**src/rtl/stage_swap_pkg.sv**
```systemverilog
// Shared encodings for the stage_swap_pipe register pipeline: run modes,
// controller states, per-cell source selects and the decoded per-edge operation.
package stage_swap_pkg;

  localparam logic [1:0] MODE_HOLD   = 2'b00;
  localparam logic [1:0] MODE_SHIFT  = 2'b01;
  localparam logic [1:0] MODE_ROTATE = 2'b10;
  localparam logic [1:0] MODE_SWAP   = 2'b11;

  typedef enum logic [1:0] {
    ST_IDLE  = 2'd0,
    ST_RUN   = 2'd1,
    ST_DRAIN = 2'd2
  } state_t;

  typedef enum logic [1:0] {
    SEL_HOLD    = 2'd0,
    SEL_PREV    = 2'd1,
    SEL_WRAP    = 2'd2,
    SEL_PARTNER = 2'd3
  } cell_sel_t;

  typedef enum logic [2:0] {
    OP_NONE   = 3'd0,
    OP_LOAD   = 3'd1,
    OP_SHIFT  = 3'd2,
    OP_ROTATE = 3'd3,
    OP_SWAP   = 3'd4
  } op_t;

endpackage

```
**src/rtl/swap_pipe_cell.sv**
```systemverilog
// One pipeline stage: WIDTH-bit data plus valid flag, with parallel load and a
// 4-way source mux (hold / previous stage / wrap-around / swap partner).
module swap_pipe_cell
  import stage_swap_pkg::*;
#(
  parameter int               WIDTH     = 8,
  parameter logic [WIDTH-1:0] RESET_VAL = '0
) (
  input  logic             clk,
  input  logic             rst,
  input  logic             load_i,
  input  logic [WIDTH-1:0] load_data_i,
  input  cell_sel_t        sel_i,
  input  logic [WIDTH-1:0] prev_data_i,
  input  logic             prev_vld_i,
  input  logic [WIDTH-1:0] wrap_data_i,
  input  logic             wrap_vld_i,
  input  logic [WIDTH-1:0] partner_data_i,
  input  logic             partner_vld_i,
  output logic [WIDTH-1:0] data_o,
  output logic             vld_o
);

  logic [WIDTH-1:0] data_q, data_d;
  logic             vld_q, vld_d;

  always_comb begin
    data_d = data_q;
    vld_d  = vld_q;
    if (load_i) begin
      data_d = load_data_i;
      vld_d  = 1'b1;
    end else begin
      case (sel_i)
        SEL_PREV: begin
          data_d = prev_data_i;
          vld_d  = prev_vld_i;
        end
        SEL_WRAP: begin
          data_d = wrap_data_i;
          vld_d  = wrap_vld_i;
        end
        SEL_PARTNER: begin
          data_d = partner_data_i;
          vld_d  = partner_vld_i;
        end
        default: begin
          data_d = data_q;
          vld_d  = vld_q;
        end
      endcase
    end
  end

  always_ff @(posedge clk) begin
    if (rst) begin
      data_q <= RESET_VAL;
      vld_q  <= 1'b0;
    end else begin
      data_q <= data_d;
      vld_q  <= vld_d;
    end
  end

  assign data_o = data_q;
  assign vld_o  = vld_q;

endmodule

```
**src/rtl/stage_swap_pipe.sv**
```systemverilog
// DEPTH-stage register pipeline with hold/shift/rotate/swap modes, parallel
// load, per-stage valids, a fill counter and a drain controller with done pulse.
module stage_swap_pipe
  import stage_swap_pkg::*;
#(
  parameter int               WIDTH     = 8,
  parameter int               DEPTH     = 4,
  parameter logic [WIDTH-1:0] RESET_VAL = '0
) (
  input  logic                       clk,
  input  logic                       rst,
  input  logic                       en,
  input  logic [1:0]                 mode,
  input  logic [WIDTH-1:0]           din,
  input  logic                       din_valid,
  input  logic                       load,
  input  logic [WIDTH*DEPTH-1:0]     load_data,
  input  logic                       drain,
  output logic [WIDTH*DEPTH-1:0]     stages,
  output logic [WIDTH-1:0]           dout,
  output logic                       dout_valid,
  output logic [$clog2(DEPTH+1)-1:0] fill_count,
  output logic                       busy,
  output logic                       done
);

  localparam int FW = $clog2(DEPTH+1);

  state_t           state_q, state_d;
  logic [FW-1:0]    fill_q, fill_d;
  logic             busy_q, done_q, done_d;
  op_t              op;
  logic [WIDTH-1:0] shift_din;
  logic             shift_vld;

  logic [WIDTH-1:0] stage_data [DEPTH];
  logic [DEPTH-1:0] stage_vld;

  // Operation decode: drain forces a zero-filled shift and masks all other requests.
  always_comb begin
    op        = OP_NONE;
    shift_din = din;
    shift_vld = din_valid;
    if (state_q == ST_DRAIN) begin
      op        = OP_SHIFT;
      shift_din = '0;
      shift_vld = 1'b0;
    end else if (drain) begin
      op = OP_NONE;
    end else if (load) begin
      op = OP_LOAD;
    end else if (en) begin
      case (mode)
        MODE_SHIFT:  op = OP_SHIFT;
        MODE_ROTATE: op = OP_ROTATE;
        MODE_SWAP:   op = OP_SWAP;
        default:     op = OP_NONE;
      endcase
    end
  end

  always_comb begin
    fill_d = fill_q;
    case (op)
      OP_LOAD:  fill_d = FW'(DEPTH);
      OP_SHIFT: fill_d = fill_q + FW'(shift_vld) - FW'(stage_vld[DEPTH-1]);
      default:  fill_d = fill_q;
    endcase
  end

  always_comb begin
    state_d = state_q;
    done_d  = 1'b0;
    case (state_q)
      ST_IDLE: begin
        if (drain) done_d = 1'b1;
        else if (fill_d != '0) state_d = ST_RUN;
      end
      ST_RUN: begin
        if (drain) state_d = ST_DRAIN;
        else if (fill_d == '0) state_d = ST_IDLE;
      end
      ST_DRAIN: begin
        if (fill_d == '0) begin
          state_d = ST_IDLE;
          done_d  = 1'b1;
        end
      end
      default: state_d = ST_IDLE;
    endcase
  end

  always_ff @(posedge clk) begin
    if (rst) begin
      state_q <= ST_IDLE;
      fill_q  <= '0;
      busy_q  <= 1'b0;
      done_q  <= 1'b0;
    end else begin
      state_q <= state_d;
      fill_q  <= fill_d;
      busy_q  <= (state_d == ST_DRAIN);
      done_q  <= done_d;
    end
  end

  for (genvar i = 0; i < DEPTH; i++) begin : g_stage
    // Swap partner is the other member of pair (2k, 2k+1); an unpaired last stage points at itself.
    localparam int PI = (i % 2 == 0) ? ((i + 1 < DEPTH) ? i + 1 : i) : i - 1;

    logic [WIDTH-1:0] prev_data, wrap_data;
    logic             prev_vld, wrap_vld;
    cell_sel_t        sel;

    if (i == 0) begin : g_head
      assign prev_data = shift_din;
      assign prev_vld  = shift_vld;
      assign wrap_data = stage_data[DEPTH-1];
      assign wrap_vld  = stage_vld[DEPTH-1];
    end else begin : g_body
      assign prev_data = stage_data[i-1];
      assign prev_vld  = stage_vld[i-1];
      assign wrap_data = stage_data[i-1];
      assign wrap_vld  = stage_vld[i-1];
    end

    always_comb begin
      case (op)
        OP_SHIFT:  sel = SEL_PREV;
        OP_ROTATE: sel = SEL_WRAP;
        OP_SWAP:   sel = (PI != i) ? SEL_PARTNER : SEL_HOLD;
        default:   sel = SEL_HOLD;
      endcase
    end

    swap_pipe_cell #(
      .WIDTH     (WIDTH),
      .RESET_VAL (RESET_VAL)
    ) u_cell (
      .clk            (clk),
      .rst            (rst),
      .load_i         (op == OP_LOAD),
      .load_data_i    (load_data[i*WIDTH +: WIDTH]),
      .sel_i          (sel),
      .prev_data_i    (prev_data),
      .prev_vld_i     (prev_vld),
      .wrap_data_i    (wrap_data),
      .wrap_vld_i     (wrap_vld),
      .partner_data_i (stage_data[PI]),
      .partner_vld_i  (stage_vld[PI]),
      .data_o         (stage_data[i]),
      .vld_o          (stage_vld[i])
    );

    assign stages[i*WIDTH +: WIDTH] = stage_data[i];
  end

  assign dout       = stage_data[DEPTH-1];
  assign dout_valid = stage_vld[DEPTH-1];
  assign fill_count = fill_q;
  assign busy       = busy_q;
  assign done       = done_q;

endmodule

```
**config.mk**
```make
export PLATFORM = sky130hd
export DESIGN_NAME = stage_swap_pipe
export DESIGN_NICKNAME = d
export VERILOG_FILES = /design/src/rtl/stage_swap_pkg.sv /design/src/rtl/swap_pipe_cell.sv /design/src/rtl/stage_swap_pipe.sv
export SDC_FILE = /design/constraint.sdc
export NUM_CORES = 1
export LEC_CHECK = 0
export BUFFER_PORTS_ARGS = -buffer_cell sky130_fd_sc_hd__buf_4
export CORE_ASPECT_RATIO = 1.75
export CORE_UTILIZATION = 50
export CTS_CLUSTER_SIZE = 40
export DETAILED_ROUTE_END_ITERATION = 8
export PLACE_DENSITY = 0.8
export SLEW_MARGIN = 40
export SYNTH_ARGS = -nofsm -noshare
export SYNTH_HDL_FRONTEND = slang
export SYNTH_SLANG_ARGS = --single-unit
```
**constraint.sdc**
```tcl
create_clock -name clk -period 3.52 [get_ports clk]
set_input_delay 0.176 -clock clk [delete_from_list [all_inputs] [get_ports clk]]
set_output_delay 0.176 -clock clk [all_outputs]
set_load 0.01 [all_outputs]
```
== Word level (Yosys, flattened, before mapping) ==
Cells that the tools add are included.

* Muxes and demuxes: 33
* $add $sub $neg: 2
* Equal/unequal tests: 13
* Reduce and logical (&&, ||, !) cells: 8

{| class="wikitable"
|+ Operator list
! cell !! number
|-
| 8-bit two-way mux || 7
|-
| 8-bit one-hot mux with 3 select lines || 1
|-
| 8-bit one-hot mux with 2 select lines || 1
|-
| 2-bit == test, second input constant || 6
|-
| 3-bit two-way mux || 4
|-
| 2-bit one-hot mux with 3 select lines || 2
|-
| 1-bit two-way mux || 9
|-
| 3-bit one-hot mux with 3 select lines || 1
|-
| 2-bit two-way mux || 4
|-
| 2-bit by 1-bit == test with 1-bit output, second input constant || 3
|-
| 3-bit by 2-bit == test with 1-bit output, second input constant || 2
|-
| 3-bit one-hot mux with 2 select lines || 1
|-
| 3-bit nonzero test || 2
|-
| 1-bit one-hot mux with 2 select lines || 2
|-
| 4-bit nonzero test || 1
|-
| 3-bit by 1-bit adder with 3-bit output || 1
|-
| 3-bit by 1-bit == test with 1-bit output, second input constant || 1
|-
| 3-bit == test, second input constant || 1
|-
| 3-bit logical NOT || 1
|-
| 1-bit one-hot mux with 3 select lines || 1
|-
| 3-bit OR reduction || 1
|-
| 3-bit by 1-bit subtractor with 3-bit output || 1
|-
| 2-bit logical NOT || 1
|-
| 2-bit nonzero test || 1
|-
| 2-bit OR reduction || 1
|}

* Output and inout bits: 46
* Logic and storage cells: 68
* Flip-flop bits (word level): 43
* Input bits: 48

== Depth between registers and ports, before layout ==
* Depth in word-level cells: 13
* Gate-level depth with buffers: 13
* Depth with buffers taken out: 12

== Cells and area by module ==
From an unflattened synthesis, not the netlist that was laid out.

* Cell total of the unflattened synthesis: 383
* Area, all modules: 3383.2 um2

{| class="wikitable"
|+ By module, submodules not included
! module !! cells each !! sequential area each (um2) !! area an instance (um2) !! times used
|-
| swap_pipe_cell || 76 || 180.2 || 679.4 || 4
|-
| stage_swap_pipe || 79 || 140.1 || 665.6 || 1
|}

== Least setup slack after synthesis ==
Ideal clock, no wire load.

* Path kind: reg-to-reg
* Start point: reg state_q[0]
* End point: reg state_q[0]
* Arrival time: 2.507 ns
* Period minus slack after synthesis: 2.648 ns
* Cell stages (with the launch flop): 14
* Library setup time: 0.140 ns
* Required time: 3.380 ns
* Setup slack: 0.872 ns
* Path buffers: 1
* Cell sequence: dfxtp_1 > nand2b_1 > buf_2 > nand2_1 > ha_1 > inv_1 > ha_1 > inv_1 > fa_1 > xor2_1 > xor2_1 > or4_1 > o21ai_1 > a2111oi_0

* Word-level cells in the longest chain between the ends: 9

{| class="wikitable"
|+ RTL lines
! what !! line !! RTL
|-
| from (decl) || stage_swap_pipe.sv:29 || <nowiki>state_t state_q, state_d;</nowiki>
|-
| from (signal assigned) || stage_swap_pipe.sv:100 || <nowiki>state_q <= state_d;</nowiki>
|-
| 2-bit == test || stage_swap_pipe.sv:44, stage_swap_pipe.sv:74 ||
|-
| 1-bit two-way mux || stage_swap_pipe.sv:44 || <nowiki>if (state_q == ST_DRAIN) begin</nowiki>
|-
| 3-bit by 1-bit adder with 3-bit output || stage_swap_pipe.sv:66 || <nowiki>OP_SHIFT: fill_d = fill_q + FW'(shift_vld) - FW'(stage_vld[DEPTH-1]);</nowiki>
|-
| 3-bit by 1-bit subtractor with 3-bit output || stage_swap_pipe.sv:66 ||
|-
| 3-bit one-hot mux with 2 select lines || stage_swap_pipe.sv:64 || <nowiki>case (op)</nowiki>
|-
| 3-bit logical NOT / 3-bit nonzero test (equally long branches) || stage_swap_pipe.sv:81, stage_swap_pipe.sv:84, stage_swap_pipe.sv:77 ||
|-
| 2-bit two-way mux (on tied branches) || stage_swap_pipe.sv:81, stage_swap_pipe.sv:84, stage_swap_pipe.sv:77 ||
|-
| 2-bit two-way mux (on tied branches) || stage_swap_pipe.sv:80, stage_swap_pipe.sv:76 ||
|-
| 2-bit one-hot mux with 3 select lines (*) || stage_swap_pipe.sv:74 || <nowiki>case (state_q)</nowiki>
|}

Every way passes the cells marked *; elsewhere a longest branch is shown, timed or not.
A chain may end at the register's enable or synchronous reset.

== Worst setup path in the final report ==
Same ends and word-level chain as after synthesis.

==> metrics.md <==
| Metric | Value |
|---|---|
| Outcome | `finished clean` |
| Critical path class | `register to register` |
| Pwr dens | `~360 nW/um^2` |
| Final Hold Fails | `0` |
| Clock root buffer | `clkbuf_8` |
| Hold path startpoint | `load_data[19]` |
| Slew @ Worst Pin | `714 ps` |
| Ranking of synthesized cells by area | `dfxtp_1, mux2i_1, nand2_1` |
| RR Endpoint | `state_q[0]$_SDFF_PP0_` |
| Critical Path RT | `approximately 3700 ps` |
| Worst hold path depth | `3` |
| Max stage delay on crit path | `410 ps` |
| Post-synth top area cell | `dfxtp_1` |
| Sink Count | `43` |
| DR vias/cell | `5.75` |
| Io pins | `94` |
| EDFF count, synth | `0` |
| Mapped Nets | `between 300 and 400` |
| Initial Util | `a little over half` |
| Final weighted congestion in routability-driven placement | `roughly 0.8` |
| Post-Syn Instances | `306` |
| Sequential fraction of the synthesis area | `33.0%` |
| Total wire length | `6910 um` |
| Critical path fanouts, max | `4` |
| Slew headroom | `roughly 52%` |
| CTS tree | `done` |
| Hold Path Class | `input pin to register` |
| Min Hold Slack | `125 ps` |
| Max Clock Freq | `roughly 360 MHz` |
| Number of routed nets with antenna violations | `0` |
| Grt total ovfl | `0` |
| Vias in the first global route | `2386` |
| YS warnings | `0` |
| Top FF cell, synth | `dfxtp_1` |
| Post-synth top area share | `between 30% and 40%` |
| Cells along the critical path | `nand2b_1, nand2_1, ha_1, inv_1, ha_1, inv_1, fa_1, xor2_1, xor2_1, or4_1, o21ai_1, a2111oi_0` |
| Unrepaired setup endpoints after global routing | `no` |
| Worst Setup End Kind | `register` |
| Worst-Skew Late Latency | `290 ps` |
| TritonCTS Buffers | `5` |
| Synth async-reset ratio | `0%` |
| Critical Path Start Type | `register` |
| Flop and latch count out of synthesis | `43` |
| Hold Crit Endpoint | `g_stage[2].u_cell.data_o[3]$_SDFFE_PP0P_` |
| CTS H-tree lvls | `2` |
| Kind of cell adding the most delay to the critical path | `adder cells` |
| WL/cell | `15.8 um` |
| Sum of buffers and inverters on the critical path | `2` |
| Layout cells sized above 1 | `29.8%` |
| Post-synth cell types | `47` |
| Setup violators final | `0` |
| Syn Area/Cell | `8.54 sq um` |
| Post-CTS setup buffers | `0` |
| Cell Rows | `34` |
| Antenna Cells | `0` |
| Clk buf depth | `2` |
| GRT Util Overall | `25.1%` |
| Clock Skew | `6.55 ps` |
| Core Box Area | `about 5000 sq um` |
| Max-cap violations | `0` |
| Drt pass-1 iters | `4` |
| Largest net degree at the start of global routing | `40` |
| CTS hold repair buffers | `0` |
| Reg2reg path depth | `12` |
| Reg2reg start | `state_q[0]$_SDFF_PP0_` |
| Final min period | `2760 ps` |
| Iter 0 DRT Violations | `64` |
| First-pass GRT wire length | `around 11000 um` |
| Drt drc | `0` |
| Full die area | `5530 sq um` |
| Design Power | `1.21 mW` |
| Commonest non-fill, non-tap cell in the layout | `buf_4` |
| DP Wirelength | `4970 um` |
| Post-CTS Resized | `0` |
| Most frequent cells in the layout | `buf_4, dfxtp_1, nand2_1` |
| Slew Limit Fails | `0` |
| Area of the mapped netlist | `2610 sq um` |
| Area Growth Syn to Fin | `27.3%` |
| Initial antenna violation count | `0` |
| Slowest cell on the critical path | `or4_1` |
| Die W | `between 50 and 60 um` |
| Setup TNS | `0 ps` |
| Nets | `438` |
| Die Ht | `97.6 um` |
| R2R setup slack | `760 ps` |
| Via count | `roughly 2500` |
| Worst EP arrival | `2930 ps` |
| Port Buffers | `93` |
| Leak Pwr | `1.54 nW` |
| VDD IR max | `0.000308 V` |
| Period utilisation layout | `78.5%` |
| CTS clk-pin slew, worst paths | `90 ps` |
[cell families (layout without fill, tap and decap cells)]
family / count (synthesis) / in the layout / synth area share, %
flops: 43 / 43 / 33.0
compound gates: 90 / 90 / 24.4
buf+inv: 37 / 114 / 8.05
fa+ha+maj: 8 / 8 / 4.12
mux: 37 / 37 / 14.3
xor+xnor: 2 / 2 / 0.671
simple gates: 89 / 89 / 15.5
[routing by layer]
layer  GRT usage [%]  vias to the layer above  wire length [um]
met5               0                        -                 0
met3            3.99                       14               321
met4            11.1                        0               170
li1                -                     1253                 -
met1            30.6                     1163              2830
met2            42.4                       81              3580
[worst reg2reg max path, delay by kind of cell (launching register included)]
family,cells,cell delay (ps)
AO/OA/AOI/OAI,2,340
flip-flops,1,380
AND/OR/NAND/NOR,3,650
XOR/XNOR,2,390
buffers and inverters,2,100
adder cells (fa/ha/maj),3,770
[where the power goes]
part	internal (mW)	leakage, nW	total, mW	switching, mW
clock	0.139	0.0412	0.314	0.175
sequential	0.527	0.354	0.570	0.0437
combinational	0.161	1.14	0.323	0.162
[metrics by stage]
stage,instance area (sq um),utilization (%),instances,setup WS (ps)
floorplan,2610,-,306,872
global placement,3240,65.1,429,805
detailed placement,3240,65.1,429,783
CTS,3320,66.8,437,764
global route,3320,66.8,437,519
finish,3320,66.8,437,758
[cell usage after synthesis (2+ instances only)]
cell	n
ha_1	7
nor2b_1	3
buf_6	4
a22oi_1	9
a221oi_1	3
a31oi_1	3
buf_4	9
a21oi_1	18
mux2i_1	35
buf_2	6
nand2_1	42
nor2_2	2
clkbuf_1	9
o2bb2ai_1	3
a211oi_1	18
dfxtp_1	43
xor2_1	2
mux2_2	2
buf_1	2
o21ai_0	12
inv_1	7
o31ai_1	5
nand3_1	8
nand2b_1	2
nor2_1	23
a21o_1	7
o21ai_1	2
[state kept, by name, summed over array words and instances (netlist names)]
name,count
g_stage.u_cell.vld_o,4
g_stage.u_cell.data_o,32
done,1
busy,1
state_q,2
fill_count,3
[layout make-up]
class | instances | area (sq um)
Multi-Input combinational cell | 226 | 1540
Timing Repair Buffer | 99 | 743
Clock buffer | 6 | 72.6
Clock inverter | 2 | 12.5
Fill cell | 433 | 1650
Inverter | 7 | 26.3
Sequential cell | 43 | 861
Tap cell | 54 | 67.6
[worst max-delay path by stage]
stage,start,endpoint,cells past startpoint
global placement,state_q[0]$_SDFF_PP0_,state_q[0]$_SDFF_PP0_,12
detailed placement,mode[0],g_stage[0].u_cell.data_o[5]$_SDFFE_PP0P_,13
global route,state_q[0]$_SDFF_PP0_,state_q[0]$_SDFF_PP0_,12
finish,state_q[0]$_SDFF_PP0_,state_q[0]$_SDFF_PP0_,12
CTS,state_q[0]$_SDFF_PP0_,state_q[0]$_SDFF_PP0_,12
floorplan,state_q[0]$_SDFF_PP0_,state_q[0]$_SDFF_PP0_,13
(Power assumes the default switching activity.)
